$ cat config.mk
export PLATFORM = sky130hd
export DESIGN_NAME = icache_tag_array_nway
export DESIGN_NICKNAME = d
export VERILOG_FILES = /design/src/rtl/icache_tag_array_nway.sv
export SDC_FILE = /design/constraint.sdc
export NUM_CORES = 1
export LEC_CHECK = 0
export CORE_ASPECT_RATIO = 0.75
export CORE_MARGIN = 8
export CORE_UTILIZATION = 40
export CTS_CLUSTER_DIAMETER = 200
export DETAILED_ROUTE_END_ITERATION = 10
export PLACE_DENSITY = 0.55
export SLEW_MARGIN = 20
export SYNTH_ARGS = -nofsm -noshare
export SYNTH_HDL_FRONTEND = slang
export SYNTH_SLANG_ARGS = --single-unit
$ cat constraint.sdc
create_clock -name clk -period 5.3 [get_ports clk]
set_clock_uncertainty 0.2 [all_clocks]
set_input_delay 1.06 -clock clk [delete_from_list [all_inputs] [get_ports clk]]
set_output_delay 1.06 -clock clk [all_outputs]
set_load 0.01 [all_outputs]
$ cat src/rtl/icache_tag_array_nway.sv
// Instruction-cache tag array: NB_WAYS tags plus valid bits per set, with
// single-cycle writes, registered lookups that report a per-way hit, and an
// invalidation walk that clears one set per cycle after reset or on flush_req.
module icache_tag_array_nway #(
   parameter int NB_WAYS        = 4,
   parameter int SET_ADDR_WIDTH = 5,
   parameter int TAG_WIDTH      = 10
) (
   input  logic                         clk,
   input  logic                         rst_n,
   input  logic                         req,
   input  logic                         write,
   input  logic [SET_ADDR_WIDTH-1:0]    addr,
   input  logic [NB_WAYS-1:0]           way_be,
   input  logic                         wvalid,
   input  logic [TAG_WIDTH-1:0]         wdata,
   output logic                         gnt,
   output logic                         rvalid,
   output logic [NB_WAYS*TAG_WIDTH-1:0] rdata,
   output logic [NB_WAYS-1:0]           rvalid_way,
   output logic [NB_WAYS-1:0]           hit_way,
   output logic                         hit,
   input  logic                         flush_req,
   output logic                         busy,
   output logic                         flush_done
);

   localparam int                        NUM_SETS = 1 << SET_ADDR_WIDTH;
   localparam logic [SET_ADDR_WIDTH-1:0] LAST_SET = SET_ADDR_WIDTH'(NUM_SETS - 1);

   typedef enum logic [1:0] {
      INIT,
      IDLE,
      FLUSH
   } state_t;

   state_t                       state;
   logic [SET_ADDR_WIDTH-1:0]    walk_set;
   logic [TAG_WIDTH-1:0]         tag_mem   [NUM_SETS][NB_WAYS];
   logic [NB_WAYS-1:0]           valid_mem [NUM_SETS];
   logic [TAG_WIDTH-1:0]         cmp_tag;
   logic                         walking;
   logic                         wr_en;
   logic                         rd_en;

   // Both INIT and FLUSH run the same walk; only IDLE accepts accesses.
   assign walking = (state != IDLE);

   // Grant is gated by rst_n so nothing can be accepted while reset is held,
   // even if the state register still says IDLE from before reset.
   assign gnt   = rst_n && (state == IDLE) && req && !flush_req;
   assign wr_en = gnt && write;
   assign rd_en = gnt && !write;

   assign busy       = !rst_n || walking;
   assign flush_done = rst_n && walking && (walk_set == LAST_SET);

   // Walk controller: INIT after reset, FLUSH on request, one set per cycle.
   // NOTE: sequential state uses non-blocking assignments so every flop
   // samples pre-edge values regardless of statement order.
   always_ff @(posedge clk) begin
      if (!rst_n) begin
         state    <= INIT;
         walk_set <= '0;
      end else begin
         case (state)
            INIT, FLUSH: begin
               if (walk_set == LAST_SET) begin
                  state    <= IDLE;
                  walk_set <= '0;
               end else begin
                  walk_set <= walk_set + 1'b1;
               end
            end
            IDLE: begin
               if (flush_req) begin
                  state <= FLUSH;
               end
            end
            default: begin
               state <= INIT;
            end
         endcase
      end
   end

   // Tag storage: written per way on granted writes.
   // NOTE: the tag array has no reset; a tag means nothing until its valid
   // bit is set, and the walk after every reset clears all valid bits.
   always_ff @(posedge clk) begin
      if (wr_en) begin
         for (int w = 0; w < NB_WAYS; w++) begin
            if (way_be[w]) begin
               tag_mem[addr][w] <= wdata;
            end
         end
      end
   end

   // Valid bits: cleared a set at a time by the walk, else set by writes.
   always_ff @(posedge clk) begin
      if (walking) begin
         valid_mem[walk_set] <= '0;
      end else if (wr_en) begin
         for (int w = 0; w < NB_WAYS; w++) begin
            if (way_be[w]) begin
               valid_mem[addr][w] <= wvalid;
            end
         end
      end
   end

   // Lookup read port: capture the set and compare tag; results hold until
   // the next granted lookup so rvalid alone qualifies them.
   always_ff @(posedge clk) begin
      if (!rst_n) begin
         rvalid     <= 1'b0;
         rdata      <= '0;
         rvalid_way <= '0;
         cmp_tag    <= '0;
      end else begin
         rvalid <= rd_en;
         if (rd_en) begin
            for (int w = 0; w < NB_WAYS; w++) begin
               rdata[w*TAG_WIDTH +: TAG_WIDTH] <= tag_mem[addr][w];
            end
            rvalid_way <= valid_mem[addr];
            cmp_tag    <= wdata;
         end
      end
   end

   // Per-way tag compare on the captured set.
   // NOTE: combinational outputs get a default first so no path infers a latch.
   always_comb begin
      hit_way = '0;
      for (int w = 0; w < NB_WAYS; w++) begin
         hit_way[w] = rvalid_way[w] && (rdata[w*TAG_WIDTH +: TAG_WIDTH] == cmp_tag);
      end
   end

   assign hit = |hit_way;

endmodule
==> impl_summary.log <==
[metrics] number of synthesized register bits: 1470
[metrics] ys async rst share: 0%
[metrics] RSZ-0062 raised after global routing: no
[metrics] hold path cells: 1
[metrics] critical path's slowest cell: nor3_2
[metrics] leading register cell type out of synthesis: edfxtp_1
[metrics] Final Hold Vio Count: 0
[metrics] leak pwr: 21.2 nW
[metrics] Register-to-Register Setup Slack: roughly 1.6 ns
[metrics] Worst Hold Class: input port to register
[metrics] status: completed
[metrics] peak ir drop on the vdd network: 0.308 mV
[metrics] initial core utilization: between 40% and 50%
[metrics] number of nets in the layout: roughly 3400
[metrics] total routing usage reported by global routing: 22.4%
[metrics] initial antenna violation count: 8
[metrics] destination of the worst hold path: tag_mem[1][12]
[metrics] number of ports placed on the die boundary: 78
[metrics] net count after synthesis: about 3100
[metrics] most area-hungry cell type in the Yosys netlist: edfxtp_1
[metrics] number of buffers added by the clock tree synthesis step: about 140
[metrics] power per standard cell area: 364 mW/mm^2
[metrics] core region area: 0.143 mm^2
[metrics] setup TNS: 0 ns
[metrics] First DRT Iteration DRCs: about 4600
[metrics] routability congestion estimate: about 0.90
[metrics] post-CTS resize count: 0
[metrics] Synth top area share: 73.4%
[metrics] number of vias per cell: 5.94
[metrics] total congestion overflow: 0
[metrics] cell area after synthesis: between 0.05 and 0.06 mm^2
[metrics] critical path data arrival time: between 3 and 4 ns
[metrics] clock tree root buffer cell: clkbuf_16
[metrics] GR Layer Usage met2: approximately 33%
[metrics] cells after synthesis: 3114
[metrics] Worst setup SP type: register
[metrics] critical hold path startpoint: wdata[2]
[metrics] Worst-Skew Late Latency: 0.78 ns
[metrics] largest net degree at the start of global routing: 126
[metrics] Achievable Freq: 213 MHz
[metrics] routing layer with the top usage in global route: met2
[metrics] placement row count: 120
[metrics] final std cell area, no fill: approximately 0.066 mm^2
[metrics] Routed WL per cell: 33.1 um
[metrics] TritonCTS clock tree: done
[metrics] capture instance of the worst register-to-register path: tag_mem[17][0]
[metrics] wire length of the first global-routing pass: about 250000 um
[metrics] max cap viols: 0
[metrics] clock-pin slew reported for the worst setup and hold paths after clock tree synthesis: ~0.060 ns
[metrics] final-report setup violation count: 0
[metrics] proportion of layout cells with a drive suffix above 1: 20.0%
[metrics] Max Root-Sink Buffers: 3
[metrics] Largest stage delay, worst path: 0.81 ns
[metrics] number of max-slew violations in the final report: 0
[metrics] via count of the first global-routing pass: 31100
[metrics] Fillers: 12100
[metrics] estimated wirelength of the detail-placed design: roughly 120000 um
[metrics] Crit path required time: just over 4 ns
[metrics] floorplan die width: 454 um
[metrics] number of enable-type register cells in the synthesized netlist: 1408
[metrics] fraction of met3 tracks used by global routing: 5.65%
[metrics] final worst path period share: 88.6%
[metrics] Sink Count: 1470
[metrics] htree depth: 4
[metrics] origin of the critical flop-to-flop path: state[0]
[metrics] number of buffer cells added on primary ports: 77
[metrics] drc violations: 0
[metrics] Syn-to-layout area delta: 15.1%
[metrics] first-pass iteration count of the detailed router: 5
[metrics] average footprint of a synthesized cell: roughly 19 um^2
[metrics] Final min period: 4.70 ns
[metrics] total wire length after detailed routing: 178000 um
[metrics] via count: 32000
[metrics] endpoint class of the critical path: primary output
[metrics] yosys synthesis warning count: 0
[metrics] top cells by count, synth: edfxtp_1, mux2i_1, nor2_1, mux4_2, o22ai_1
[metrics] met1 track demand over resource in global routing: 32.1%
[metrics] Max transition margin: 25.0%
[metrics] cell-by-cell trace of the critical path: xnor2_1 > nand4_1 > nor3_2 > or4_1 > clkdlybuf4s50_1
[metrics] maximum fanout encountered on the critical timing path: 5
[metrics] Chip Height: between 300 and 400 um
[metrics] hold buffers post-CTS: 0
[metrics] launch point of the critical path: cmp_tag[8]
[metrics] transition time at the pin with the least slew margin: 1.12 ns
[metrics] die area: 0.157 mm^2
[metrics] portion of the post-synthesis area used by sequential elements: 75.5%
[metrics] unique cell type count in the Yosys netlist: 55
[metrics] number of cell instances on the worst register-to-register path: 4
[metrics] cell area reported after detailed placement: just over 0.06 mm^2
[metrics] post-CTS setup buffers: 0
[metrics] cell types with the largest area share after synthesis: edfxtp_1, mux4_2, mux2i_1, dfxtp_1, nor2_1
[metrics] most repeated cell in the gate-level netlist after synthesis: edfxtp_1
[metrics] remaining number of nets flagged by the antenna check after routing: 0
[metrics] kind of critical path: register to primary output
[metrics] core utilization of the finished layout: 46.4%
==> metrics by stage <==
| stage | worst slack, ns | power, mW | hold slack, ns | std cells |
|---|---|---|---|---|
| after floorplan | 1.17 | 13.5 | 0.294 | 3114 |
| after global placement | 0.553 | 14.0 | 0.326 | 5109 |
| after detailed placement | 0.539 | 14.0 | 0.337 | 5109 |
| after CTS | 0.574 | 24.3 | 0.278 | 5375 |
| after global routing | 0.629 | 24.8 | 0.315 | 5376 |
| final | 0.604 | 24.2 | 0.331 | 5382 |
==> registers in the layout (all words and copies together) (netlist names) <==
register	cells
rvalid	1
rvalid_way	4
cmp_tag	10
valid_mem	128
walk_set	5
state	2
rdata	40
tag_mem	1280
==> placed cells by master, fill, tap and decap left out, types with 8 or more instances in the layout <==
| cell | Yosys | layout |
|---|---|---|
| a211oi_1 | 24 | 24 |
| a21boi_0 | 10 | 10 |
| a21oi_1 | 32 | 32 |
| a221oi_1 | 16 | 16 |
| a22o_1 | 31 | 31 |
| a22oi_1 | 31 | 31 |
| a31oi_1 | 42 | 42 |
| buf_12 | 0 | 16 |
| buf_4 | 35 | 216 |
| bufinv_16 | 0 | 17 |
| clkbuf_1 | 55 | 19 |
| clkbuf_16 | 0 | 145 |
| clkdlybuf4s50_1 | 0 | 62 |
| clkinv_1 | 0 | 33 |
| clkinv_2 | 0 | 22 |
| dfxtp_1 | 62 | 62 |
| edfxtp_1 | 1408 | 1408 |
| inv_6 | 0 | 10 |
| mux2_2 | 11 | 11 |
| mux2i_1 | 284 | 284 |
| mux4_2 | 205 | 205 |
| nand2_1 | 96 | 95 |
| nand2b_1 | 8 | 8 |
| nand4_1 | 10 | 10 |
| nor2_1 | 238 | 236 |
| nor2b_1 | 23 | 23 |
| nor3_1 | 40 | 38 |
| nor4_1 | 27 | 27 |
| o21ai_0 | 73 | 73 |
| o22ai_1 | 126 | 126 |
| or4_1 | 13 | 13 |
| xnor2_1 | 40 | 40 |
==> report_power, final <==
group	switching (mW)	internal, mW
Clock	4.47	5.95
Sequential	0.00801	12.7
Combinational	0.711	0.313
Total	5.19	19.0
==> area by class of cell <==
cell class | count | area, um^2 | share of cell area [%]
multi-input cells | 1445 | 13000 | 19.7
clock buffers | 168 | 3750 | 5.66
flip-flops and latches | 1470 | 43500 | 65.6
diodes | 7 | 17.5 | 0.0264
inverters | 4 | 15.0 | 0.0226
clock inverters | 98 | 1010 | 1.52
repair buffers | 299 | 2610 | 3.93
well taps | 1891 | 2370 | 3.57
==> cell families after synthesis <==
group | count (synthesis) | share of synthesized area [%]
compound gates | 401 | 4.57
xor+xnor | 40 | 0.608
fa+ha+maj | 2 | 0.0434
buf+inv | 199 | 1.94
flops | 1470 | 75.5
mux | 503 | 13.2
simple gates | 499 | 4.07
==> worst max-delay path: cells and delay by family (launching register included) <==
kind	cells	cell delay, ns
buf+inv	1	0.55
simple gates	3	1.21
xor+xnor	1	0.20
flops	1	0.70
==> per-layer routing <==
metal / wire length, um / part of all wire (%) / vias up
met5: 34 / 0.019 / -
met4: 6790 / 3.8 / 4
met3: 17900 / 10 / 269
met2: 78100 / 44 / 1734
met1: 75100 / 42 / 16800
li1: - / - / 13100
==> worst max-delay path by stage <==
stage / to / slack [ns]
CTS: hit / 0.57
floorplan: valid_mem[0][0] / 1.17
finish: hit / 0.60
global placement: tag_mem[7][0] / 0.55
global route: hit / 0.63
detailed placement: tag_mem[17][23] / 0.54
No activity file was read; power rests on OpenSTA's default activity.
